File: src/rtl/multicycle_controller_pkg.sv
// Shared encodings for the multi-cycle RV32I control path: opcodes, datapath
// select codes, ALU control values and the sequencing FSM state codes.
package multicycle_controller_pkg;

  localparam logic [6:0] OP_LOAD   = 7'b0000011;
  localparam logic [6:0] OP_STORE  = 7'b0100011;
  localparam logic [6:0] OP_R      = 7'b0110011;
  localparam logic [6:0] OP_I      = 7'b0010011;
  localparam logic [6:0] OP_BRANCH = 7'b1100011;
  localparam logic [6:0] OP_JAL    = 7'b1101111;
  localparam logic [6:0] OP_JALR   = 7'b1100111;
  localparam logic [6:0] OP_LUI    = 7'b0110111;
  localparam logic [6:0] OP_AUIPC  = 7'b0010111;

  localparam logic [3:0] ALU_ADD   = 4'b0000;
  localparam logic [3:0] ALU_SUB   = 4'b0001;
  localparam logic [3:0] ALU_AND   = 4'b0010;
  localparam logic [3:0] ALU_OR    = 4'b0011;
  localparam logic [3:0] ALU_XOR   = 4'b0100;
  localparam logic [3:0] ALU_SLT   = 4'b0101;
  localparam logic [3:0] ALU_SLTU  = 4'b0110;
  localparam logic [3:0] ALU_SLL   = 4'b0111;
  localparam logic [3:0] ALU_SRL   = 4'b1000;
  localparam logic [3:0] ALU_SRA   = 4'b1001;
  localparam logic [3:0] ALU_PASSB = 4'b1010;

  // Coarse ALU intent handed from the FSM to alu_decoder.
  localparam logic [1:0] ALUOP_ADD   = 2'b00;
  localparam logic [1:0] ALUOP_BR    = 2'b01;
  localparam logic [1:0] ALUOP_FN    = 2'b10;
  localparam logic [1:0] ALUOP_PASSB = 2'b11;

  localparam logic [2:0] IMM_I = 3'b000;
  localparam logic [2:0] IMM_S = 3'b001;
  localparam logic [2:0] IMM_B = 3'b010;
  localparam logic [2:0] IMM_U = 3'b011;
  localparam logic [2:0] IMM_J = 3'b100;

  localparam logic [1:0] RES_ALUOUT = 2'b00;
  localparam logic [1:0] RES_MEM    = 2'b01;
  localparam logic [1:0] RES_ALU    = 2'b10;
  localparam logic [1:0] RES_PC     = 2'b11;

  localparam logic [1:0] SRCA_PC    = 2'b00;
  localparam logic [1:0] SRCA_OLDPC = 2'b01;
  localparam logic [1:0] SRCA_RS1   = 2'b10;

  localparam logic [1:0] SRCB_RS2  = 2'b00;
  localparam logic [1:0] SRCB_IMM  = 2'b01;
  localparam logic [1:0] SRCB_FOUR = 2'b10;

  localparam logic [3:0] S_FETCH     = 4'd0;
  localparam logic [3:0] S_DECODE    = 4'd1;
  localparam logic [3:0] S_MEMADR    = 4'd2;
  localparam logic [3:0] S_MEMRD     = 4'd3;
  localparam logic [3:0] S_MEMWB     = 4'd4;
  localparam logic [3:0] S_MEMWR     = 4'd5;
  localparam logic [3:0] S_EXEC_R    = 4'd6;
  localparam logic [3:0] S_EXEC_I    = 4'd7;
  localparam logic [3:0] S_ALUWB     = 4'd8;
  localparam logic [3:0] S_BRANCH    = 4'd9;
  localparam logic [3:0] S_JAL       = 4'd10;
  localparam logic [3:0] S_JALR_LINK = 4'd11;
  localparam logic [3:0] S_JALR_JMP  = 4'd12;
  localparam logic [3:0] S_LUI       = 4'd13;
  localparam logic [3:0] S_AUIPC     = 4'd14;
  localparam logic [3:0] S_TRAP      = 4'd15;

  function automatic logic [2:0] imm_sel(input logic [6:0] op);
    case (op)
      OP_STORE:         imm_sel = IMM_S;
      OP_BRANCH:        imm_sel = IMM_B;
      OP_LUI, OP_AUIPC: imm_sel = IMM_U;
      OP_JAL:           imm_sel = IMM_J;
      default:          imm_sel = IMM_I;
    endcase
  endfunction

endpackage

File: src/rtl/multicycle_controller_alu_decoder.sv
// Maps the FSM's coarse ALU intent plus funct fields to the 4-bit ALU control.
module alu_decoder
  import multicycle_controller_pkg::*;
(
  input  logic [2:0] funct3,
  input  logic       funct75,
  input  logic       op5,
  input  logic [1:0] alu_op,
  output logic [3:0] alucontrol
);

  always_comb begin
    alucontrol = ALU_ADD;
    case (alu_op)
      ALUOP_BR: begin
        case (funct3[2:1])
          2'b10:   alucontrol = ALU_SLT;
          2'b11:   alucontrol = ALU_SLTU;
          default: alucontrol = ALU_SUB;
        endcase
      end
      ALUOP_FN: begin
        // IR[30] is an immediate bit for ADDI, so SUB only applies to R-type.
        case (funct3)
          3'b000:  alucontrol = (op5 && funct75) ? ALU_SUB : ALU_ADD;
          3'b001:  alucontrol = ALU_SLL;
          3'b010:  alucontrol = ALU_SLT;
          3'b011:  alucontrol = ALU_SLTU;
          3'b100:  alucontrol = ALU_XOR;
          3'b101:  alucontrol = funct75 ? ALU_SRA : ALU_SRL;
          3'b110:  alucontrol = ALU_OR;
          default: alucontrol = ALU_AND;
        endcase
      end
      ALUOP_PASSB: alucontrol = ALU_PASSB;
      default:     alucontrol = ALU_ADD;
    endcase
  end

endmodule

File: src/rtl/multicycle_controller.sv
// Sequencing FSM for the multi-cycle RV32I core: drives datapath selects and
// strobes, handshakes with memory, counts retired instructions, traps bad opcodes.
module multicycle_controller
  import multicycle_controller_pkg::*;
#(
  parameter int unsigned CNT_W = 32
) (
  input  logic             clk,
  input  logic             rst,
  input  logic [6:0]       opcode,
  input  logic [2:0]       funct3,
  input  logic             funct75,
  input  logic             mem_ready,
  input  logic             branch_taken,
  output logic             mem_req,
  output logic             mem_we,
  output logic             adr_src,
  output logic             ir_we,
  output logic             pc_we,
  output logic [1:0]       alusrc_a,
  output logic [1:0]       alusrc_b,
  output logic [3:0]       alucontrol,
  output logic [2:0]       immsrc,
  output logic [1:0]       resultsrc,
  output logic             reg_we,
  output logic             retire,
  output logic [CNT_W-1:0] instret,
  output logic             illegal,
  output logic [3:0]       state_o
);

  logic [3:0]       state_q, state_d;
  logic [CNT_W-1:0] instret_q, instret_d;
  logic             illegal_q, illegal_d;
  logic [1:0]       alu_op;

  alu_decoder u_alu_decoder (
    .funct3     (funct3),
    .funct75    (funct75),
    .op5        (opcode[5]),
    .alu_op     (alu_op),
    .alucontrol (alucontrol)
  );

  always_comb begin
    state_d   = state_q;
    mem_req   = 1'b0;
    mem_we    = 1'b0;
    adr_src   = 1'b0;
    ir_we     = 1'b0;
    pc_we     = 1'b0;
    alusrc_a  = SRCA_PC;
    alusrc_b  = SRCB_RS2;
    immsrc    = IMM_I;
    resultsrc = RES_ALUOUT;
    reg_we    = 1'b0;
    retire    = 1'b0;
    alu_op    = ALUOP_ADD;
    case (state_q)
      S_FETCH: begin
        mem_req   = 1'b1;
        alusrc_b  = SRCB_FOUR;
        resultsrc = RES_ALU;
        if (mem_ready) begin
          ir_we   = 1'b1;
          pc_we   = 1'b1;
          state_d = S_DECODE;
        end
      end
      S_DECODE: begin
        alusrc_a = SRCA_OLDPC;
        alusrc_b = SRCB_IMM;
        immsrc   = imm_sel(opcode);
        case (opcode)
          OP_LOAD, OP_STORE: state_d = S_MEMADR;
          OP_R:              state_d = S_EXEC_R;
          OP_I:              state_d = S_EXEC_I;
          OP_BRANCH:         state_d = S_BRANCH;
          OP_JAL:            state_d = S_JAL;
          OP_JALR:           state_d = S_JALR_LINK;
          OP_LUI:            state_d = S_LUI;
          OP_AUIPC:          state_d = S_AUIPC;
          default:           state_d = S_TRAP;
        endcase
      end
      S_MEMADR: begin
        alusrc_a = SRCA_RS1;
        alusrc_b = SRCB_IMM;
        immsrc   = imm_sel(opcode);
        state_d  = (opcode == OP_STORE) ? S_MEMWR : S_MEMRD;
      end
      S_MEMRD: begin
        mem_req = 1'b1;
        adr_src = 1'b1;
        if (mem_ready) state_d = S_MEMWB;
      end
      S_MEMWB: begin
        resultsrc = RES_MEM;
        reg_we    = 1'b1;
        retire    = 1'b1;
        state_d   = S_FETCH;
      end
      S_MEMWR: begin
        mem_req = 1'b1;
        mem_we  = 1'b1;
        adr_src = 1'b1;
        if (mem_ready) begin
          retire  = 1'b1;
          state_d = S_FETCH;
        end
      end
      S_EXEC_R, S_EXEC_I: begin
        alusrc_a = SRCA_RS1;
        alusrc_b = (state_q == S_EXEC_R) ? SRCB_RS2 : SRCB_IMM;
        immsrc   = IMM_I;
        alu_op   = ALUOP_FN;
        state_d  = S_ALUWB;
      end
      S_ALUWB: begin
        resultsrc = RES_ALUOUT;
        reg_we    = 1'b1;
        retire    = 1'b1;
        state_d   = S_FETCH;
      end
      S_BRANCH: begin
        alusrc_a  = SRCA_RS1;
        alusrc_b  = SRCB_RS2;
        alu_op    = ALUOP_BR;
        resultsrc = RES_ALUOUT;
        pc_we     = branch_taken;
        retire    = 1'b1;
        state_d   = S_FETCH;
      end
      S_JAL: begin
        resultsrc = RES_PC;
        reg_we    = 1'b1;
        pc_we     = 1'b1;
        retire    = 1'b1;
        state_d   = S_FETCH;
      end
      // rd must capture PC before it is overwritten, so link and jump take separate cycles.
      S_JALR_LINK, S_JALR_JMP: begin
        alusrc_a = SRCA_RS1;
        alusrc_b = SRCB_IMM;
        immsrc   = IMM_I;
        if (state_q == S_JALR_LINK) begin
          resultsrc = RES_PC;
          reg_we    = 1'b1;
          state_d   = S_JALR_JMP;
        end else begin
          resultsrc = RES_ALU;
          pc_we     = 1'b1;
          retire    = 1'b1;
          state_d   = S_FETCH;
        end
      end
      S_LUI: begin
        alusrc_b  = SRCB_IMM;
        immsrc    = IMM_U;
        alu_op    = ALUOP_PASSB;
        resultsrc = RES_ALU;
        reg_we    = 1'b1;
        retire    = 1'b1;
        state_d   = S_FETCH;
      end
      S_AUIPC: begin
        alusrc_a = SRCA_OLDPC;
        alusrc_b = SRCB_IMM;
        immsrc   = IMM_U;
        state_d  = S_ALUWB;
      end
      default: state_d = S_TRAP;
    endcase
    // Reset masks every strobe combinationally so an aborted instruction writes nothing.
    if (rst) begin
      state_d   = S_FETCH;
      mem_req   = 1'b0;
      mem_we    = 1'b0;
      adr_src   = 1'b0;
      ir_we     = 1'b0;
      pc_we     = 1'b0;
      alusrc_a  = SRCA_PC;
      alusrc_b  = SRCB_RS2;
      immsrc    = IMM_I;
      resultsrc = RES_ALUOUT;
      reg_we    = 1'b0;
      retire    = 1'b0;
      alu_op    = ALUOP_ADD;
    end
  end

  always_comb begin
    instret_d = retire ? instret_q + CNT_W'(1) : instret_q;
    illegal_d = illegal_q | (state_d == S_TRAP);
  end

  always_ff @(posedge clk) begin
    if (rst) begin
      state_q   <= S_FETCH;
      instret_q <= '0;
      illegal_q <= 1'b0;
    end else begin
      state_q   <= state_d;
      instret_q <= instret_d;
      illegal_q <= illegal_d;
    end
  end

  assign instret = instret_q;
  assign illegal = illegal_q;
  assign state_o = state_q;

endmodule
File: config.mk
export PLATFORM = sky130hd
export DESIGN_NAME = multicycle_controller
export DESIGN_NICKNAME = d
export VERILOG_FILES = /design/src/rtl/multicycle_controller_pkg.sv /design/src/rtl/multicycle_controller_alu_decoder.sv /design/src/rtl/multicycle_controller.sv
export SDC_FILE = /design/constraint.sdc
export NUM_CORES = 1
export LEC_CHECK = 0
export CAP_MARGIN = 30
export CORE_MARGIN = 5
export CORE_UTILIZATION = 50
export DETAILED_ROUTE_END_ITERATION = 8
export GPL_TIMING_DRIVEN = 0
export HOLD_SLACK_MARGIN = 0.03
export PLACE_DENSITY = 0.85
export SKIP_LAST_GASP = 1
export SYNTH_ARGS = -nofsm -noshare
export SYNTH_HDL_FRONTEND = slang
export SYNTH_SLANG_ARGS = --single-unit
File: constraint.sdc
create_clock -name clk -period 3.2 [get_ports clk]
set_input_delay 0.64 -clock clk [delete_from_list [all_inputs] [get_ports clk]]
set_output_delay 0.64 -clock clk [all_outputs]
set_load 0.01 [all_outputs]
==> impl_metrics.py <==
metrics = {
    "status": {
        "status": "complete, no violations",
    },
    "timing": {
        "relSlewSlack_pct": 44.1,
        "final-hold-violation-count": 0,
        "fin_hold_ws_ns": 0.476,
        "setup_viol": 0,
        "fmax_mhz": 318,
        "skew_ns": 0.00777,
        "setup_tns_ns": 0,
        "rsz0062_at_grt": "yes",
        "final_max_slew_viol_count": 0,
        "min_period_ns": 3.15,
        "fin_crit_sh_pct": 98.3,
        "setup_slack_ns": 0.0535,
        "worstMarginPinSlew_ns": 0.832,
    },
    "critical_path": {
        "start_kind": "input port",
        "endpoint_kind": "output port",
        "ff2ff_path_depth": 7,
        "crit_required_ns": 2.56,
        "crit_slowest_cell": "clkdlybuf4s50_1",
        "crit_fanout": 6,
        "critical-path-top-delay-family": "buffers and inverters",
        "path_cells": "clkdlybuf4s50_1 > nand2_1 > nor4_4 > nor3b_1 > clkdlybuf4s50_1",
        "criticalPathCategory": "input port to output port",
        "worst_ep_arrival_time_ns": 2.51,
        "crit_path_frequent_cell": "clkdlybuf4s50_1",
        "slowest_delay_ns": 0.59,
        "worstReg2RegStart": "state_o[1]",
        "regToRegEndpoint": "instret[27]",
        "path_buf_inv": 2,
        "r2r_setup_slack_ns": 0.84,
    },
    "routing": {
        "vias": 2557,
        "drt_wl_total_um": 6840,
        "dr_wl_met3_um": 488,
        "drt-met1-wl_um": 2790,
        "wl_per_cell_um": 15.6,
        "drc": 0,
        "top_layer_used": "met4",
        "drt-initial-drc-count": 174,
        "dr.pass1.iters": 4,
        "via_per_inst": 5.84,
        "ant_nets": 0,
        "dr_wl_met2_um": 3390,
    },
    "power": {
        "vdd_drop_max_v": 0.000399,
        "leakage_nw": 1.19,
        "power_mw": 1.88,
        "p_per_area_mw_per_mm2": 567,
    },
    "synth": {
        "synth_edf_count": 0,
        "synthesis.nets": 321,
        "synthArstFlopShare_pct": 0,
        "yosys_warnings": 0,
        "synth_seq_cells": 37,
        "avgSynthCellArea_um2": 7.58,
        "ys_seq_area_share_pct": 32.0,
        "synth_ff_type": "dfxtp_1",
        "syn-cell-area_mm2": 0.00231,
        "synth_cell_types": 50,
        "synthCells": 305,
    },
    "cells_and_area": {
        "final_cell_count_no_fill": 438,
        "final_cell_mix": "69 x clkdlybuf4s50_1, 45 x nor2_1, 37 x dfxtp_1",
        "antenna_cells": 0,
        "mostFrequentLayoutCell": "clkdlybuf4s50_1",
        "fin_util_pct": 75.0,
        "drive_gt1_share_pct": 9.84,
        "syn_to_final_growth_pct": 43.2,
        "fin_area_mm2": 0.00331,
        "finalNetCount": 401,
    },
    "clocking": {
        "cts_sinks": 37,
        "cts-root-buf": "clkbuf_8",
        "insertion_delay_ns": 0.29,
        "cts_tree": "built",
        "cts_buffer_depth": 2,
        "clk_pin_slew_ns": 0.08,
        "cts_hold_buf": 0,
        "cts_buffers": 5,
        "htree_num_levels": 2,
    },
    "min_path": {
        "min_path_cells": 2,
        "hp-start": "illegal",
        "hold_end": "illegal",
        "hold_class": "flip-flop to flip-flop",
    },
    "global_routing": {
        "track_usage_pct": 22.5,
        "antenna_found_initial": 0,
        "grt_overflow": 0,
        "grt_pass1_vias": 2453,
        "grt_max_degree": 14,
        "grt_pass1_wl_um": 11500,
    },
    "placed_design": {
        "post-place-cells": 428,
        "port_buffers": 71,
        "dpl_cell_area_mm2": 0.00309,
        "dp_hpwl_um": 5060,
        "place_ws_ns": -0.412,
        "gp_congestion": 0.897,
    },
    "floorplanning": {
        "rows": 24,
        "fp.dieW_um": 78.0,
        "core_area_mm2": 0.00441,
        "start_util_pct": 52.4,
        "die_height_um": 78.0,
        "die-area_mm2": 0.00608,
        "ios": 72,
    },
    "run": {
        "cap_violations": 0,
    },
}
Yosys cell counts (2+ instances only):
cell type  number  area share, %
nand2b_1        3           0.81
nor4_1          3           0.81
or3_1           4            1.1
inv_1           4           0.65
xnor2_1         4            1.5
nand2_1        30            4.9
or4_1           3           0.97
o22ai_1         4            1.1
nor2b_1         6            1.6
or2_1           2           0.54
a21oi_1        17            3.7
nor3_1          5            1.1
nand3_1        17            3.7
nand3b_1        2           0.65
o31ai_1         5            1.6
o21ai_0        10            2.2
and4_1          2           0.76
and2_1          7            1.9
nor2_1         46            7.5
dfxtp_1        37             32
mux2_2          3            1.5
a32oi_1         2           0.76
buf_2           3           0.65
a211oi_1        4            1.3
xor2_1         23            8.7
nand4_1        14            3.8
clkbuf_1       14            2.3
and3_1          7            1.9
a31oi_1         2           0.54
o31a_1          2           0.76
cells by family (layout without fill, tap and decap cells):
| group | Yosys count | after routing | share of synthesized area, % |
|---|---|---|---|
| adders and majority gates | 1 | 1 | 0.541 |
| buffers and inverters | 22 | 103 | 3.73 |
| xor gates and xnor gates | 27 | 27 | 10.2 |
| AOI/OAI and AO/OA | 54 | 54 | 16.2 |
| DFF | 37 | 37 | 32.0 |
| muxes | 5 | 5 | 2.38 |
| and+or+nand+nor | 159 | 159 | 34.8 |
layer usage:
layer | vias to the layer above | global-route usage, %
met4 | 0 | 10.1
met1 | 1196 | 28.1
met5 | - | 0
met3 | 13 | 4.28
met2 | 106 | 37.5
li1 | 1242 | -
power breakdown:
| part | internal [mW] | switching [mW] | total [mW] | leakage, nW |
|---|---|---|---|---|
| logic | 0.385 | 0.463 | 0.847 | 0.822 |
| clock network | 0.314 | 0.183 | 0.497 | 0.0687 |
| registers | 0.489 | 0.0453 | 0.535 | 0.299 |
| total | 1.19 | 0.691 | 1.88 | 1.19 |
worst reg2reg max path, stage by stage, from the launching register on:
cell and delay, ns:
dfxtp_1 0.31, buf_2 0.17, o21bai_4 0.22, a2111oi_2 0.80
buf_2 0.38, nand4_1 0.14, xor2_1 0.17, nor2_1 0.05
state kept, by name, summed over array words and instances, names as in the netlist:
| register | count |
|---|---|
| state_o | 4 |
| illegal | 1 |
| instret | 32 |
worst max path at each step:
stage | from | endpoint | depth (start not counted)
2_1_floorplan | rst | alusrc_b[0] | 4
3_3_place_gp | rst | reg_we | 6
3_5_place_dp | rst | reg_we | 6
4_1_cts | mem_ready | retire | 5
5_1_grt | opcode[5] | immsrc[2] | 5
6_report | opcode[5] | immsrc[2] | 5
layout make-up:
class,instances,area [um2]
Buffer,16,80.1
Clock buffer,5,68.8
Clock inverter,3,68.8
Fill cell,352,1100
Inverter,5,22.5
Multi-Input combinational cell,246,1530
Sequential cell,37,741
Tap cell,52,65.1
Timing Repair Buffer,74,738
timing repair:
action	4_1_cts	5_1_grt
gates resized for setup	5	23
setup buffers	0	3
pin swaps	0	0
setup endpoints to repair	6	14
cloned	0	0
Note: power is estimated with default switching activity, not from simulation.
